<file path="config.mk">
export PLATFORM = sky130hd
export DESIGN_NAME = receiver_stream_arbiter
export DESIGN_NICKNAME = d
export VERILOG_FILES = /design/src/rtl/receiver_pkg.sv /design/src/rtl/packet_fifo.sv /design/src/rtl/receiver_stream_arbiter.sv
export SDC_FILE = /design/constraint.sdc
export NUM_CORES = 2
export LEC_CHECK = 0
export CORE_AREA = 2 2 393 395
export CTS_CLUSTER_DIAMETER = 40
export DETAILED_ROUTE_END_ITERATION = 7
export DIE_AREA = 0 0 395 397
export HOLD_SLACK_MARGIN = 0.15
export PLACE_DENSITY = 0.83
export SLEW_MARGIN = 20
export SYNTH_ARGS = -nofsm -noshare
export SYNTH_HDL_FRONTEND = slang
export SYNTH_SLANG_ARGS = --single-unit
</file>
<file path="constraint.sdc">
create_clock -name ipDspClk -period 13.32 [get_ports ipDspClk]
set_input_delay 2.664 -clock ipDspClk [delete_from_list [all_inputs] [get_ports ipDspClk]]
set_output_delay 2.664 -clock ipDspClk [all_outputs]
set_load 0.01 [all_outputs]
</file>
<file path="src/rtl/receiver_pkg.sv">
// Shared types for the receiver stream arbiter slice.
//   tPacket    : one stream word {SoP, EoP, Data[13:0], Valid}
//   tFifoEntry : one per-channel FIFO entry {SoP, EoP, Abort, Data}
//   tArbState  : arbiter states
//   MAX_CH     : largest supported number of merged streams
package receiver_pkg;
  localparam int MAX_CH = 4;
  localparam int DATA_W = 14;

  typedef struct packed {
    logic              SoP;
    logic              EoP;
    logic [DATA_W-1:0] Data;
    logic              Valid;
  } tPacket;

  typedef struct packed {
    logic              SoP;
    logic              EoP;
    logic              Abort;
    logic [DATA_W-1:0] Data;
  } tFifoEntry;

  typedef enum logic {Idle, Forward} tArbState;

  // Terminates a packet truncated by overflow.
  localparam tFifoEntry ABORT_MARKER = '{SoP: 1'b0, EoP: 1'b1, Abort: 1'b1, Data: '0};
endpackage

</file>
<file path="src/rtl/packet_fifo.sv">
// Per-channel entry FIFO.
//   ipDspClk, Reset : clock, synchronous active-high flush
//   ipWrite/ipWrEntry : push one entry (ignored when completely full)
//   ipPop           : pop head (ignored when empty)
//   opHead/opNext   : head entry and the entry behind it (valid when count >= 2)
//   opCount         : occupancy; opEmpty; opFullM1 = count >= DEPTH-1
module packet_fifo
  import receiver_pkg::*;
#(
  parameter int DEPTH = 64
)(
  input  logic                     ipDspClk,
  input  logic                     Reset,
  input  logic                     ipWrite,
  input  tFifoEntry                ipWrEntry,
  input  logic                     ipPop,
  output tFifoEntry                opHead,
  output tFifoEntry                opNext,
  output logic [$clog2(DEPTH):0]   opCount,
  output logic                     opEmpty,
  output logic                     opFullM1
);
  localparam int AW = $clog2(DEPTH);
  localparam int CW = AW + 1;

  tFifoEntry       mem [DEPTH];
  logic [AW-1:0]   wrPtr, rdPtr;
  logic            doWrite, doPop;

  assign opEmpty  = (opCount == '0);
  assign opFullM1 = (opCount >= CW'(DEPTH - 1));
  assign doWrite  = ipWrite && (opCount != CW'(DEPTH));
  assign doPop    = ipPop && !opEmpty;
  assign opHead   = mem[rdPtr];
  // Lookahead lets the output stage reload on the same cycle the head pops.
  assign opNext   = mem[rdPtr + 1'b1];

  always_ff @(posedge ipDspClk) begin
    if (Reset) begin
      wrPtr   <= '0;
      rdPtr   <= '0;
      opCount <= '0;
    end else begin
      if (doWrite) wrPtr <= wrPtr + 1'b1;
      if (doPop)   rdPtr <= rdPtr + 1'b1;
      case ({doWrite, doPop})
        2'b10:   opCount <= opCount + 1'b1;
        2'b01:   opCount <= opCount - 1'b1;
        default: ;
      endcase
    end
  end

  always_ff @(posedge ipDspClk) begin
    if (doWrite) mem[wrPtr] <= ipWrEntry;
  end
endmodule

</file>
<file path="src/rtl/receiver_stream_arbiter.sv">
// Merges NUM_CH receiver packet streams (no backpressure) into one stream
// with ready/valid flow control. Each channel is buffered in a packet_fifo;
// overflow truncates the packet with an abort marker and drops samples until
// the next SoP. Grants are round-robin and never switch mid-packet.
//   ipDspClk, Reset : clock, synchronous active-high reset
//   ipPacket        : per-channel input words
//   opPacket, opChannel, opAbort : registered merged output
//   ipReady         : downstream accepts opPacket this cycle
//   opOverflow      : sticky per-channel overflow flags
// Optional (macro ARBITER_STATS_EN): opPacketCount / opAbortCount,
//   saturating per-channel counts of completed and aborted packets.
module receiver_stream_arbiter
  import receiver_pkg::*;
#(
  parameter int NUM_CH     = 2,
  parameter int FIFO_DEPTH = 64
)(
  input  logic                     ipDspClk,
  input  logic                     Reset,
  input  tPacket [NUM_CH-1:0]      ipPacket,
  output tPacket                   opPacket,
  input  logic                     ipReady,
  output logic [1:0]               opChannel,
  output logic                     opAbort,
  output logic [NUM_CH-1:0]        opOverflow
`ifdef ARBITER_STATS_EN
  ,
  output logic [NUM_CH-1:0][15:0]  opPacketCount,
  output logic [NUM_CH-1:0][15:0]  opAbortCount
`endif
);
  localparam int CW = $clog2(FIFO_DEPTH) + 1;

  tFifoEntry [NUM_CH-1:0]          wrEntry, head, nextHead;
  logic      [NUM_CH-1:0]          wrEn, pop, fifoEmpty, fifoFullM1, sopReady;
  logic      [NUM_CH-1:0][CW-1:0]  fifoCount;

  // ---------------- per-channel write / drop control ----------------
  for (genvar c = 0; c < NUM_CH; c++) begin : gCh
    tPacket    smp;
    tFifoEntry ent;
    logic      wr, dropQ, dropNxt, ovfQ, ovfNxt;

    assign smp = ipPacket[c];

    always_comb begin
      wr      = 1'b0;
      ent     = '{SoP: smp.SoP, EoP: smp.EoP, Abort: 1'b0, Data: smp.Data};
      dropNxt = dropQ;
      ovfNxt  = ovfQ;
      if (smp.Valid) begin
        if (!fifoFullM1[c]) begin
          // While dropping, only a fresh SoP with room restarts the stream.
          if (!dropQ || smp.SoP) begin
            wr      = 1'b1;
            dropNxt = 1'b0;
          end
        end else if (!dropQ) begin
          // First lost sample: close the partial packet in the reserved slot.
          // A lost SoP has no partial packet behind it, so no marker then.
          ovfNxt  = 1'b1;
          dropNxt = 1'b1;
          if (!smp.SoP) begin
            wr  = 1'b1;
            ent = ABORT_MARKER;
          end
        end
      end
    end

    always_ff @(posedge ipDspClk) begin
      if (Reset) begin
        dropQ <= 1'b0;
        ovfQ  <= 1'b0;
      end else begin
        dropQ <= dropNxt;
        ovfQ  <= ovfNxt;
      end
    end

    assign wrEn[c]       = wr;
    assign wrEntry[c]    = ent;
    assign opOverflow[c] = ovfQ;
    assign sopReady[c]   = !fifoEmpty[c] && head[c].SoP;

    packet_fifo #(.DEPTH(FIFO_DEPTH)) uFifo (
      .ipDspClk  (ipDspClk),
      .Reset     (Reset),
      .ipWrite   (wrEn[c]),
      .ipWrEntry (wrEntry[c]),
      .ipPop     (pop[c]),
      .opHead    (head[c]),
      .opNext    (nextHead[c]),
      .opCount   (fifoCount[c]),
      .opEmpty   (fifoEmpty[c]),
      .opFullM1  (fifoFullM1[c])
    );
  end

  // ---------------- arbiter ----------------
  tArbState   state, nextState;
  logic [1:0] grantCh, nextGrant, rrPtr, nextRr, rrAfter, grantSel;
  logic       grantValid, xfer;
  tFifoEntry  gHead, gNext, src;
  logic [CW-1:0] gCount;
  tPacket     nextOut;
  logic [1:0] nextChan;
  logic       nextAbort;

  assign xfer    = opPacket.Valid && ipReady;
  assign rrAfter = (grantCh == 2'(NUM_CH - 1)) ? 2'd0 : grantCh + 2'd1;

  // Granted-channel view.
  always_comb begin
    gHead  = '0;
    gNext  = '0;
    gCount = '0;
    for (int c = 0; c < NUM_CH; c++) begin
      if (grantCh == 2'(c)) begin
        gHead  = head[c];
        gNext  = nextHead[c];
        gCount = fifoCount[c];
      end
    end
  end

  // Round-robin search from rrPtr; descending k so the closest candidate wins.
  always_comb begin
    grantValid = 1'b0;
    grantSel   = '0;
    for (int k = NUM_CH - 1; k >= 0; k--) begin
      for (int c = 0; c < NUM_CH; c++) begin
        if (c == (int'(rrPtr) + k) % NUM_CH && sopReady[c]) begin
          grantValid = 1'b1;
          grantSel   = 2'(c);
        end
      end
    end
  end

  always_comb begin
    nextState = state;
    nextGrant = grantCh;
    nextRr    = rrPtr;
    nextOut   = opPacket;
    nextChan  = opChannel;
    nextAbort = opAbort;
    pop       = '0;
    src       = gHead;
    case (state)
      Idle: begin
        nextOut.Valid = 1'b0;
        nextAbort     = 1'b0;
        for (int c = 0; c < NUM_CH; c++)
          if (!fifoEmpty[c] && !head[c].SoP) pop[c] = 1'b1;
        if (grantValid) begin
          nextGrant = grantSel;
          nextState = Forward;
        end
      end
      Forward: begin
        // The output register mirrors the unpopped head; pop only on transfer.
        for (int c = 0; c < NUM_CH; c++)
          if (xfer && grantCh == 2'(c)) pop[c] = 1'b1;
        if (xfer && opPacket.EoP) begin
          nextState     = Idle;
          nextRr        = rrAfter;
          nextOut.Valid = 1'b0;
          nextAbort     = 1'b0;
        end else if (!opPacket.Valid || ipReady) begin
          src = xfer ? gNext : gHead;
          if (gCount >= (xfer ? CW'(2) : CW'(1))) begin
            nextOut.SoP   = src.SoP;
            nextOut.EoP   = src.EoP;
            nextOut.Data  = src.Data;
            nextOut.Valid = 1'b1;
            nextAbort     = src.Abort;
            nextChan      = grantCh;
          end else begin
            // Granted FIFO ran dry mid-packet: idle the output, keep the grant.
            nextOut.Valid = 1'b0;
            nextAbort     = 1'b0;
          end
        end
      end
      default: nextState = Idle;
    endcase
  end

  always_ff @(posedge ipDspClk) begin
    if (Reset) begin
      state     <= Idle;
      grantCh   <= '0;
      rrPtr     <= '0;
      opPacket  <= '0;
      opChannel <= '0;
      opAbort   <= 1'b0;
    end else begin
      state     <= nextState;
      grantCh   <= nextGrant;
      rrPtr     <= nextRr;
      opPacket  <= nextOut;
      opChannel <= nextChan;
      opAbort   <= nextAbort;
    end
  end

`ifdef ARBITER_STATS_EN
  always_ff @(posedge ipDspClk) begin
    if (Reset) begin
      opPacketCount <= '0;
      opAbortCount  <= '0;
    end else if (state == Forward && xfer && opPacket.EoP) begin
      for (int c = 0; c < NUM_CH; c++) begin
        if (grantCh == 2'(c)) begin
          if (opAbort) begin
            if (opAbortCount[c] != 16'hFFFF) opAbortCount[c] <= opAbortCount[c] + 16'd1;
          end else begin
            if (opPacketCount[c] != 16'hFFFF) opPacketCount[c] <= opPacketCount[c] + 16'd1;
          end
        end
      end
    end
  end
`endif
endmodule

</file>
==> flow_summary.ini <==
[clocking]
clk_pin_slew_ns = 0.06
cts_buffers = 291
post_cts_resized = 0
cts.sinks = 2252
cts-htree-levels = 5
clkLatencyLatePin_ns = 0.94
clock_path_buffers = 4
cts_hold_buf = 0
post_cts_buffers = 0
cts-root-buf = clkbuf_16
cts_tree = built

[drt]
totalWireLength_mm = 346
wl_per_cell_um = 42.8
dr.pass1.iters = 8
drc = 14
ant_nets = 0
drtIter0Drc = 13400
drt-vias-per-instance = 8.31
num_vias = 67100

[pwr]
p_clk_share_pct = 35.6
p_leak_nw = 35.6
vdd_drop_max_uv = 179
p_int_mw = 14.9
combPwrFrac_pct = 26.6
power_density_nw_per_um2 = 184
p_switching_mw = 6.63
switching_share_pct = 30.8
pwr-share-seq_pct = 37.7

[layout]
design_area_um2 = 117000
syn2layout_area_growth_pct = 12.2
drive_above_1_share_pct = 31.0
nNetsFinal = 5860

[logic_synthesis]
synth_area_um2 = 105000
synth-async-reset-ratio_pct = 0
ys_ff_latch = 2252
synth_common_cells = edfxtp_1 (2,176), mux4_2 (1,076), nand2_1 (349), nor2_1 (333), clkbuf_1 (243)
synth_edf_count = 2176
synth_top_area_cell = edfxtp_1
avgSynthCellArea_um2 = 18.2
yosysTopAreaCellShare_pct = 62.5
ys_types = 75
yosysMostFrequentCell = edfxtp_1
yosys_warnings = 0
yosysSeqAreaShare_pct = 64.0
syn_inst = 5732
synth.area.top_cells = edfxtp_1 (62%), mux4_2 (23%), dfxtp_1 (1.5%)
ys.flop_type = edfxtp_1
synthesis.nets = 5781

[timing]
post-route-min-period_ns = 6.94
drv_slew = 0
relSlewSlack_pct = 8.48
finalSetupViolations = 0
period_share_pct = 52.1
finalHoldViolations = 0
fin_setup_tns_ns = 0
fmax_mhz = 144
skew_ns = 0.0716
grt_setup_unrepaired = no
setup_ws_ns = 6.38
tightestPinTransition_ns = 1.36

[floorplan]
die-width_um = 395
num_rows = 144
die_h_um = 397
num_io_pins = 59
die_area_um2 = 157000
start_util_pct = 68.3
design.core.area_um2 = 153000

[global_routing]
grt_pass1_wl_mm = 489
overflow = 0
grt_pass1_vias = 65500
antenna_found_initial = 37
grtUsageTotal_pct = 44.5
grt_max_degree = 136

[hold_path]
hp-class = reg2reg
worstHoldStart = gCh[0].ovfQ

[worst_setup_path]
required_ns = 14.10
path_cells = clkdlybuf4s50_1, and2_1, nand2_1, a32oi_1, nand3b_1, inv_1, ha_1, xor2_1, ha_1, a21oi_1, o21ai_0, a221oi_1, o21bai_1, a222oi_1, or3_1, a21oi_1
cp-start-kind = input port
slowest_delay_ns = 0.81
crit_start = ipReady
cp_slowest_cell = and2_1
path_max_fanout = 16
critPathKind = in2reg
arrival_ns = 7.72
crit_path_end_kind = register

[status]
status = complete, but fails checks
violations = DRC

[placed_design]
place_ws_ns = 5.71
dp_hpwl_mm = 207
io_buffers = 57
gp_congestion = 1.01
dpl_cell_area_um2 = 108000

[run]
maxCapViolations = 0
==> cells by family (layout without fill, tap and decap cells) <==
group / count (synthesis) / after routing / share of synthesized area [%]
flops: 2252 / 2252 / 64.0
fa+ha+maj: 12 / 12 / 0.144
simple gates: 1210 / 1210 / 5.45
other cells: 1 / 16 / 0.00359
compound gates: 539 / 539 / 3.72
xor+xnor: 35 / 35 / 0.300
buf+inv: 474 / 763 / 1.96
mux: 1209 / 1209 / 24.5
==> final timing paths <==
check	to	slack [ns]	depth (start not counted)
worst max-delay path	gCh[1].uFifo.opCount[6]	6.38	16
worst min-delay path	gCh[0].ovfQ	0.48	2
worst max register to register	gCh[1].uFifo.opCount[6]	6.58	18
worst min register to register	gCh[0].ovfQ	0.48	2
==> through the flow <==
| step | total power, mW | hold WS [ns] | utilization (%) | cells |
|---|---|---|---|---|
| 2_1_floorplan | 12.0 | 0.441 | - | 5732 |
| 3_3_place_gp | 13.6 | 0.452 | 70.4 | 7560 |
| 3_5_place_dp | 13.7 | 0.478 | 70.5 | 7560 |
| 4_1_cts | 21.2 | 0.491 | 76.5 | 8063 |
| 5_1_grt | 21.9 | 0.519 | 76.6 | 8067 |
| 6_report | 21.5 | 0.481 | 76.7 | 8080 |
==> worst max-delay path: cells and delay by family <==
family / cells / cell delay [ns]
AND/OR/NAND/NOR: 4 / 1.48
buffers and inverters: 2 / 1.05
adder cells (fa/ha/maj): 2 / 0.79
AO/OA/AOI/OAI: 7 / 1.60
XOR/XNOR: 1 / 0.14
==> cells in the final DEF (no fill, tap or decap), types with 45 or more instances in the layout <==
cell,n
a211oi_1,94
a21oi_1,47
a22oi_1,53
and3_1,55
buf_4,178
clkbuf_16,297
clkdlybuf4s50_1,54
dfxtp_1,68
edfxtp_1,2176
mux2i_1,120
mux4_2,1076
nand2_1,349
nand3_1,151
nand4_1,83
nor2_1,255
nor2_2,45
nor2b_1,73
o21ai_0,53
o22ai_1,86
==> routing by layer <==
metal  GRT usage, %  wire, um  vias up
li1               -         -    24400
met5              0       205        -
met2           66.4    157000     7691
met3           17.9     60000     1601
met1           55.5    100000    33400
met4           27.1     28400       36
==> power groups by stage <==
stage | sequential [mW] | clock (mW) | combinational (mW)
2_1_floorplan | 8.08 | 0 | 3.88
3_3_place_gp | 8.23 | 0 | 5.38
3_5_place_dp | 8.24 | 0 | 5.42
4_1_cts | 8.09 | 7.62 | 5.53
5_1_grt | 8.11 | 7.89 | 5.85
6_report | 8.12 | 7.67 | 5.73
==> layout make-up <==
cell class | count | area, um^2
Timing Repair Buffer | 242 | 2040
Inverter | 18 | 67.6
Antenna cell | 15 | 37.5
Clock inverter | 171 | 1700
Tap cell | 2044 | 2560
Sequential cell | 2252 | 66900
Fill cell | 7522 | 35700
Clock buffer | 332 | 7560
Multi-Input combinational cell | 3006 | 36400
==> flip-flops by register name (all words and copies together), names as in the netlist, named ones only <==
register           count
rrPtr                  1
opAbort                1
gCh.ovfQ               2
state                  1
gCh.uFifo.wrPtr       12
opChannel              1
gCh.dropQ              2
opPacket              17
grantCh                1
gCh.uFifo.opCount     14
gCh.uFifo.rdPtr       12
gCh.uFifo.mem       2176
No activity file was read; power rests on OpenSTA's default activity.
